`src/rtl/rgb_pwm_meter.sv`:
```
// Measures the high-cycle duty of one selected LED's R/G/B PWM lines over a
// fixed window and reports the triple with a valid strobe and a changed flag.
module rgb_pwm_meter #(
    parameter int WINDOW = 256,
    parameter int DW     = $clog2(WINDOW + 1)
) (
    input  logic          clk,
    input  logic          rst,
    input  logic          en,
    input  logic [1:0]    sel,
    input  logic [3:0]    R,
    input  logic [3:0]    G,
    input  logic [3:0]    B,
    output logic [DW-1:0] duty_r,
    output logic [DW-1:0] duty_g,
    output logic [DW-1:0] duty_b,
    output logic          valid,
    output logic          changed,
    output logic          busy
);

    typedef enum logic [1:0] {IDLE, MEASURE, REPORT} state_t;

    state_t        state_q, state_d;
    logic [1:0]    sel_q, sel_d;
    logic [DW-1:0] cnt_q, cnt_d;
    logic [DW-1:0] acc_r_q, acc_r_d, acc_g_q, acc_g_d, acc_b_q, acc_b_d;
    logic [DW-1:0] duty_r_q, duty_r_d, duty_g_q, duty_g_d, duty_b_q, duty_b_d;
    logic          valid_q, valid_d;
    logic          changed_q, changed_d;
    logic          first_q, first_d;

    logic [DW-1:0] sum_r, sum_g, sum_b;
    logic          last_sample;

    always_comb begin
        sum_r       = acc_r_q + DW'(R[sel_q]);
        sum_g       = acc_g_q + DW'(G[sel_q]);
        sum_b       = acc_b_q + DW'(B[sel_q]);
        last_sample = (cnt_q == DW'(WINDOW - 1));

        state_d   = state_q;
        sel_d     = sel_q;
        cnt_d     = cnt_q;
        acc_r_d   = acc_r_q;
        acc_g_d   = acc_g_q;
        acc_b_d   = acc_b_q;
        duty_r_d  = duty_r_q;
        duty_g_d  = duty_g_q;
        duty_b_d  = duty_b_q;
        valid_d   = 1'b0;
        changed_d = 1'b0;
        first_d   = first_q;

        case (state_q)
            IDLE, REPORT: begin
                cnt_d   = '0;
                acc_r_d = '0;
                acc_g_d = '0;
                acc_b_d = '0;
                if (en) begin
                    sel_d   = sel;
                    state_d = MEASURE;
                end else begin
                    state_d = IDLE;
                end
            end
            MEASURE: begin
                if (!en) begin
                    // Abort keeps the last report and the first-report flag untouched
                    state_d = IDLE;
                    cnt_d   = '0;
                    acc_r_d = '0;
                    acc_g_d = '0;
                    acc_b_d = '0;
                end else if (last_sample) begin
                    // duty_*_q doubles as the previous report for change detection
                    duty_r_d  = sum_r;
                    duty_g_d  = sum_g;
                    duty_b_d  = sum_b;
                    valid_d   = 1'b1;
                    changed_d = first_q || (sum_r != duty_r_q) ||
                                (sum_g != duty_g_q) || (sum_b != duty_b_q);
                    first_d   = 1'b0;
                    state_d   = REPORT;
                end else begin
                    acc_r_d = sum_r;
                    acc_g_d = sum_g;
                    acc_b_d = sum_b;
                    cnt_d   = cnt_q + DW'(1);
                end
            end
            default: state_d = IDLE;
        endcase
    end

    always_ff @(posedge clk) begin
        if (rst) begin
            state_q   <= IDLE;
            sel_q     <= '0;
            cnt_q     <= '0;
            acc_r_q   <= '0;
            acc_g_q   <= '0;
            acc_b_q   <= '0;
            duty_r_q  <= '0;
            duty_g_q  <= '0;
            duty_b_q  <= '0;
            valid_q   <= 1'b0;
            changed_q <= 1'b0;
            first_q   <= 1'b1;
        end else begin
            state_q   <= state_d;
            sel_q     <= sel_d;
            cnt_q     <= cnt_d;
            acc_r_q   <= acc_r_d;
            acc_g_q   <= acc_g_d;
            acc_b_q   <= acc_b_d;
            duty_r_q  <= duty_r_d;
            duty_g_q  <= duty_g_d;
            duty_b_q  <= duty_b_d;
            valid_q   <= valid_d;
            changed_q <= changed_d;
            first_q   <= first_d;
        end
    end

    assign duty_r  = duty_r_q;
    assign duty_g  = duty_g_q;
    assign duty_b  = duty_b_q;
    assign valid   = valid_q;
    assign changed = changed_q;
    assign busy    = (state_q == MEASURE);

endmodule

```
`config.mk`:
```
export PLATFORM = sky130hd
export DESIGN_NAME = rgb_pwm_meter
export DESIGN_NICKNAME = d
export VERILOG_FILES = /design/src/rtl/rgb_pwm_meter.sv
export SDC_FILE = /design/constraint.sdc
export NUM_CORES = 1
export LEC_CHECK = 0
export ABC_CLOCK_PERIOD_IN_PS = 3000
export CELL_PAD_IN_SITES_DETAIL_PLACEMENT = 0
export CELL_PAD_IN_SITES_GLOBAL_PLACEMENT = 1
export CORE_ASPECT_RATIO = 0.9
export CORE_MARGIN = 3
export CORE_UTILIZATION = 38
export CTS_CLUSTER_SIZE = 14
export DETAILED_ROUTE_END_ITERATION = 8
export HOLD_SLACK_MARGIN = 0.05
export PLACE_DENSITY_LB_ADDON = 0.1
export SLEW_MARGIN = 20
export SYNTH_ARGS = -nofsm -noshare
export SYNTH_HDL_FRONTEND = slang
export SYNTH_SLANG_ARGS = --single-unit
```
`constraint.sdc`:
```
create_clock -name clk -period 3 [get_ports clk]
set_input_delay 0.6 -clock clk [delete_from_list [all_inputs] [get_ports clk]]
set_output_delay 0.6 -clock clk [all_outputs]
set_load 0.02 [all_outputs]
```
==> results_dict.tcl, run 1 <==
set metrics [dict create \
    status "complete, no violations" \
    reg2reg_slack_ns 0.24 \
    leakagePower_nw 1.81 \
    routed_wl_um 9980 \
    synth_edf_count 0 \
    rows 33 \
    synth_cell_types 50 \
    drt-pass1-iter-count 4 \
    async_flop_share_pct 0 \
    overflow 0 \
    reg2reg_depth 9 \
    reg2reg_to "changed" \
    dieWidth_um 110 \
    critPathRequiredTime_ns 3.25 \
    via_count 3380 \
    setup_viol 0 \
    power.density_nw_per_um2 398 \
    htreeDepth 3 \
    antenna_found_initial 0 \
    ys.flop_type "dfxtp_1" \
    die_area_um2 11000 \
    drc 0 \
    grt_pass1_vias 3361 \
    cts_root_buf "clkbuf_8" \
    pre_cts_slack_ns -0.552 \
    end_kind "flop" \
    timing.fmax_mhz 346 \
    yosysTopAreaCell "dfxtp_1" \
    clock_latency_ns 0.36 \
    ys_ff_latch 70 \
    yosys-top-cells-area "dfxtp_1, nor2_1, xnor2_1" \
    synth-seq-area-share_pct 37.6 \
    grt_pass1_wl_um 16800 \
    start_kind "input port" \
    max-vdd-ir-drop_uv 228 \
    hp-class "flop to flop" \
    die_h_um 99.9 \
    crit_end "changed" \
    fin_nets 545 \
    grt_max_degree 43 \
    fin_skew_ns 0.0130 \
    worst_slack_ns 0.109 \
    synth_cells 448 \
    maxSlewHeadroom_pct 62.2 \
    synth_top_area_share_pct 37.6 \
    core_um2 9330 \
    cap_violations 0 \
    arrival_ns 3.14 \
    crit_slowest_cell "mux4_2" \
    holdWs_ns 0.484 \
    hold_viol_final 0 \
    drive_above_1_share_pct 16.3 \
    max_slew.worst_pin.slew_ns 0.568 \
    initial_core_util_pct 39.9 \
    post-route-period-util_pct 96.4 \
    hold_start "acc_g_q[7]" \
    avgSynthCellArea_um2 8.31 \
    syn2layout_area_growth_pct 29.9 \
    num_antenna_cells 0 \
    post_drt_via_cell_ratio 5.24 \
    n_fill_cell 912 \
    drt_iter0_drc 132 \
    hpwl_um 7340 \
    slew_violations 0 \
    clkTransAtPathRegs_ns 0.07 \
    cts_buffers 9 \
    post_cts_buffers 0 \
    grtUsageTotal_pct 19.6 \
    port_buffers 46 \
    crit_start "B[3]" \
    ant_nets 0 \
    fin_crit_ns 2.89 \
    critPathKind "input port to flop" \
    ys_warn_count 0 \
    finalInstanceArea_um2 4830 \
    syn-num-nets 475 \
    io_pins 47 \
    hold_buffers 0 \
    crit_fanout 5 \
    wire_per_inst_um 15.5 \
    clock_path_buffers 2 \
    r2r-start "sel_q[0]" \
    cp_cell_sequence "clkdlybuf4s50_1 > mux4_2 > ha_4 > ha_4 > and3_1 > and3_1 > xor2_1 > o21ai_0 > nand4_1 > o31a_1" \
    dpl_cell_area_um2 4520 \
    place_congestion 0.837 \
    clkSinkCount 70 \
    cts_tree "yes" \
    syn_area_um2 3720 \
    max_stage_delay_ns 0.50 \
    synthTopCellsByCount "dfxtp_1, nor2_1, nand2_1" \
]
-- state kept, by name, indices dropped and copies added (netlist names), 2 cells and up --
register  count
cnt_q         9
acc_b_q       9
duty_b        9
duty_r        9
sel_q         2
duty_g        9
state_q       2
acc_r_q       9
acc_g_q       9
-- repair_timing --
item / CTS / global route
hold endpoints to repair: 0 / 0
setup endpoints to repair: 1 / 1
pin swaps: 4 / 7
resized for setup: 6 / 7
-- power by group --
group	switching [W]	leakage [nW]	internal (W)	total, W
combinational	0.0000579	1.13	0.0000595	0.000117
clock	0.000381	0.108	0.000488	0.000869
sequential	0.00000507	0.564	0.000932	0.000937
total	0.000444	1.81	0.00148	0.00192
-- routing by layer --
layer / global-route usage, % / wire length (um) / up-vias
met3: 4.63 / 523 / 13
met4: 7.20 / 173 / 0
met1: 26.0 / 4750 / 1593
met2: 31.2 / 4530 / 65
li1: - / - / 1709
met5: 0 / 0 / -
-- through the flow --
step | util [%] | std cells | power [W] | TNS [ns]
2_1_floorplan | - | 448 | 0.00102 | 0
3_3_place_gp | 48.4 | 629 | 0.00107 | -0.440
3_5_place_dp | 48.4 | 629 | 0.00107 | -0.569
4_1_cts | 51.2 | 645 | 0.00194 | 0
5_1_grt | 51.8 | 645 | 0.00200 | -0.0247
6_report | 51.8 | 645 | 0.00192 | 0
-- worst min-delay path by stage --
stage | endpoint | slack (ns) | depth (start not counted)
2_1_floorplan | first_q | 0.42 | 2
3_3_place_gp | first_q | 0.45 | 2
3_5_place_dp | first_q | 0.46 | 2
4_1_cts | first_q | 0.48 | 2
5_1_grt | acc_g_q[7] | 0.50 | 2
6_report | acc_g_q[7] | 0.48 | 2
-- placed cells by master (no fill, tap or decap), types with 3 or more instances in the layout --
master / netlist / final
a211oi_1: 17 / 17
a21o_1: 6 / 6
a21oi_1: 34 / 34
a22oi_1: 9 / 9
and3_1: 8 / 8
buf_4: 2 / 44
clkbuf_8: 0 / 10
clkdlybuf4s50_1: 0 / 45
dfxtp_1: 70 / 70
ha_1: 10 / 5
ha_4: 0 / 4
inv_1: 3 / 3
mux2i_1: 4 / 4
mux4_2: 3 / 3
nand2_1: 36 / 36
nand2b_1: 3 / 3
nand3_1: 11 / 11
nand3b_1: 4 / 4
nand4_1: 7 / 7
nor2_1: 70 / 70
nor2b_1: 5 / 5
nor3_1: 8 / 8
nor3b_1: 5 / 5
nor4_1: 9 / 7
o21ai_0: 21 / 21
xnor2_1: 26 / 25
xor2_1: 25 / 25
-- cell type report --
| type | count | area [um2] | share of cell area, % |
|---|---|---|---|
| Sequential cell | 70 | 1400 | 29.0 |
| Multi-Input combinational cell | 344 | 2260 | 46.8 |
| Clock buffer | 10 | 138 | 2.85 |
| Clock inverter | 6 | 85.1 | 1.76 |
| Timing Repair Buffer | 90 | 786 | 16.3 |
| Inverter | 3 | 11.3 | 0.233 |
| Tap cell | 122 | 153 | 3.16 |
-- cells by family after synthesis --
logic type	count (synthesis)	share of synthesized area, %
flip-flops	70	37.6
adder cells (fa/ha/maj)	10	3.36
XOR/XNOR	51	12.0
AND/OR/NAND/NOR	179	23.9
AO/OA/AOI/OAI	97	16.2
buffers and inverters	34	4.07
multiplexers	7	2.89
-- critical path, delay by kind of cell --
kind,cells,cell delay [ns]
AO/OA/AOI/OAI,2,0.49
XOR/XNOR,1,0.17
adder cells (fa/ha/maj),2,0.36
buffers and inverters,1,0.40
multiplexers,1,0.50
AND/OR/NAND/NOR,3,0.61
Note: power is estimated with default switching activity, not from simulation.
==> run 2, diff against run 1 <==
--- a/config.mk
+++ b/config.mk
@@ -8,7 +8,6 @@
 export ABC_CLOCK_PERIOD_IN_PS = 3000
 export CELL_PAD_IN_SITES_DETAIL_PLACEMENT = 0
 export CELL_PAD_IN_SITES_GLOBAL_PLACEMENT = 1
-export CORE_ASPECT_RATIO = 0.9
 export CORE_MARGIN = 3
 export CORE_UTILIZATION = 38
 export CTS_CLUSTER_SIZE = 14
==> run 2 against run 1 <==
  * Total power increased by 1.7%
  * Hold slack worse by 0.012 ns
  * Sequential cell count unchanged
  * Largest cell class unchanged
==> results_dict.tcl, run 2 (synthesis results as in run 1) <==
set metrics [dict create \
    status "complete, no violations" \
    cp_cell_sequence "mux4_2 > ha_4 > ha_4 > xor2_2 > nor4_2 > o2111ai_1 > nor4_2 > nand4_1 > o31a_1" \
    post_drt_via_cell_ratio 5.13 \
    syn2layout_area_growth_pct 30.5 \
    cp.buffers_inverters 0 \
    die_area_um2 11000 \
    pre_cts_slack_ns -0.571 \
    routed_wl_um 9960 \
    hp-class "flop to flop" \
    place_congestion 0.850 \
    clkSinkCount 70 \
    rows 35 \
    io_pins 47 \
    initial_core_util_pct 39.7 \
    die_h_um 105 \
    fin_crit_ns 2.86 \
    arrival_ns 3.12 \
    start_kind "flop" \
    num_antenna_cells 0 \
    layout_common_cells "nor2_1, dfxtp_1, clkdlybuf4s50_1, buf_4, nand2_1" \
    hpwl_um 7200 \
    grt_pass1_wl_um 16400 \
    end_kind "flop" \
    worst_slack_ns 0.138 \
    grt_pass1_vias 3248 \
    crit_fanout 4 \
    cts_buffers 9 \
    drive_above_1_share_pct 15.7 \
    hold_viol_final 0 \
    drt-pass1-iter-count 4 \
    clock_path_buffers 2 \
    via_count 3333 \
    wire_per_inst_um 15.3 \
    drt_iter0_drc 122 \
    critPathKind "flop to flop" \
    port_buffers 46 \
    rsz0062_at_grt "false" \
    power.density_nw_per_um2 403 \
    slew_violations 0 \
    drc 0 \
    leakagePower_nw 1.84 \
    cts_root_buf "clkbuf_8" \
    cap_violations 0 \
    setup_viol 0 \
    max-vdd-ir-drop_uv 183 \
    overflow 0 \
    core_um2 9370 \
    clkTransAtPathRegs_ns 0.08 \
    timing.fmax_mhz 349 \
    ant_nets 0 \
    post-route-period-util_pct 95.4 \
    crit_slowest_cell "mux4_2" \
    max_stage_delay_ns 0.57 \
    antenna_found_initial 0 \
    grt_max_degree 45 \
    max_slew.worst_pin.slew_ns 0.644 \
    htreeDepth 3 \
    grtUsageTotal_pct 18.9 \
    critPathRequiredTime_ns 3.25 \
    maxSlewHeadroom_pct 56.9 \
    dp.cells 634 \
    stdcell_count 650 \
    critPathTopFamily "simple AND/OR/NAND/NOR gates" \
    fin_nets 543 \
    cts_tree "yes" \
    dieWidth_um 105 \
    fin_skew_ns 0.00960 \
    clock_latency_ns 0.36 \
]
## run 2: changes by cell type in the layout (fill, tap and decap cells not counted), sizes merged
cell           delta
buf               -2
clkbuf            +1
clkdlybuf4s50     -4
clkinvlp          -1
dlymetal6s2s      +4
## run 2: report_power, final
group	internal (W)	total (W)	switching, W
Sequential	0.000932	0.000937	0.00000502
Combinational	0.0000602	0.000118	0.0000577
Clock	0.000514	0.000901	0.000387
Total	0.00151	0.00196	0.000450
## run 2: repair_timing
action | in CTS | in global routing
pin swaps | 3 | 9
hold buffers | 0 | 0
gates resized for setup | 8 | 9
endpoints found under the hold margin | 0 | 0
buffers inserted | 0 | 0
endpoints found under the setup margin | 1 | 1
## run 2: through the flow
stage / power [W] / setup TNS, ns / cell area, um2 / hold slack, ns / utilization [%]
after floorplan: 0.00102 / 0 / 3720 / 0.423 / -
after global placement: 0.00107 / -0.482 / 4530 / 0.443 / 48.3
after detailed placement: 0.00107 / -0.571 / 4530 / 0.445 / 48.3
after CTS: 0.00198 / 0 / 4800 / 0.469 / 51.2
after global routing: 0.00204 / 0 / 4860 / 0.511 / 51.8
final: 0.00196 / 0 / 4860 / 0.472 / 51.8
## run 2: cell type report
class | instances | area [um2]
clock buffers | 11 | 151
clock inverters | 5 | 81.3
fillers | 939 | 4520
inverters | 3 | 11.3
multi-input cells | 344 | 2260
flip-flops and latches | 70 | 1400
well taps | 129 | 161
repair buffers | 88 | 793
## run 2: per-layer routing
metal | wire length (um) | GRT usage, %
met5 | 0 | 0
met4 | 205 | 7.97
met3 | 392 | 2.96
met2 | 4700 | 31.1
met1 | 4660 | 24.5
## run 2: worst paths after layout
check | start | to | slack (ns) | cells after the start
worst max register to register | sel_q[0] | changed | 0.14 | 9
worst min-delay path | first_q | first_q | 0.47 | 2
worst max-delay path | sel_q[0] | changed | 0.14 | 9
worst min register to register | first_q | first_q | 0.47 | 2
## run 2: worst min-delay path, delay by kind of cell, from the launching register on
family / cells / cell delay, ns
flops: 1 / 0.32
simple gates: 2 / 0.11
==> run 3, diff against run 2 <==
--- a/config.mk
+++ b/config.mk
@@ -10,6 +10,7 @@
 export CELL_PAD_IN_SITES_GLOBAL_PLACEMENT = 1
 export CORE_MARGIN = 3
 export CORE_UTILIZATION = 38
+export CTS_BUF_LIST = sky130_fd_sc_hd__clkbuf_8 sky130_fd_sc_hd__clkbuf_16
 export CTS_CLUSTER_SIZE = 14
 export DETAILED_ROUTE_END_ITERATION = 8
 export HOLD_SLACK_MARGIN = 0.05
==> results of run 3 <==
The final DEF is identical to that of run 2; final timing and power are the same.
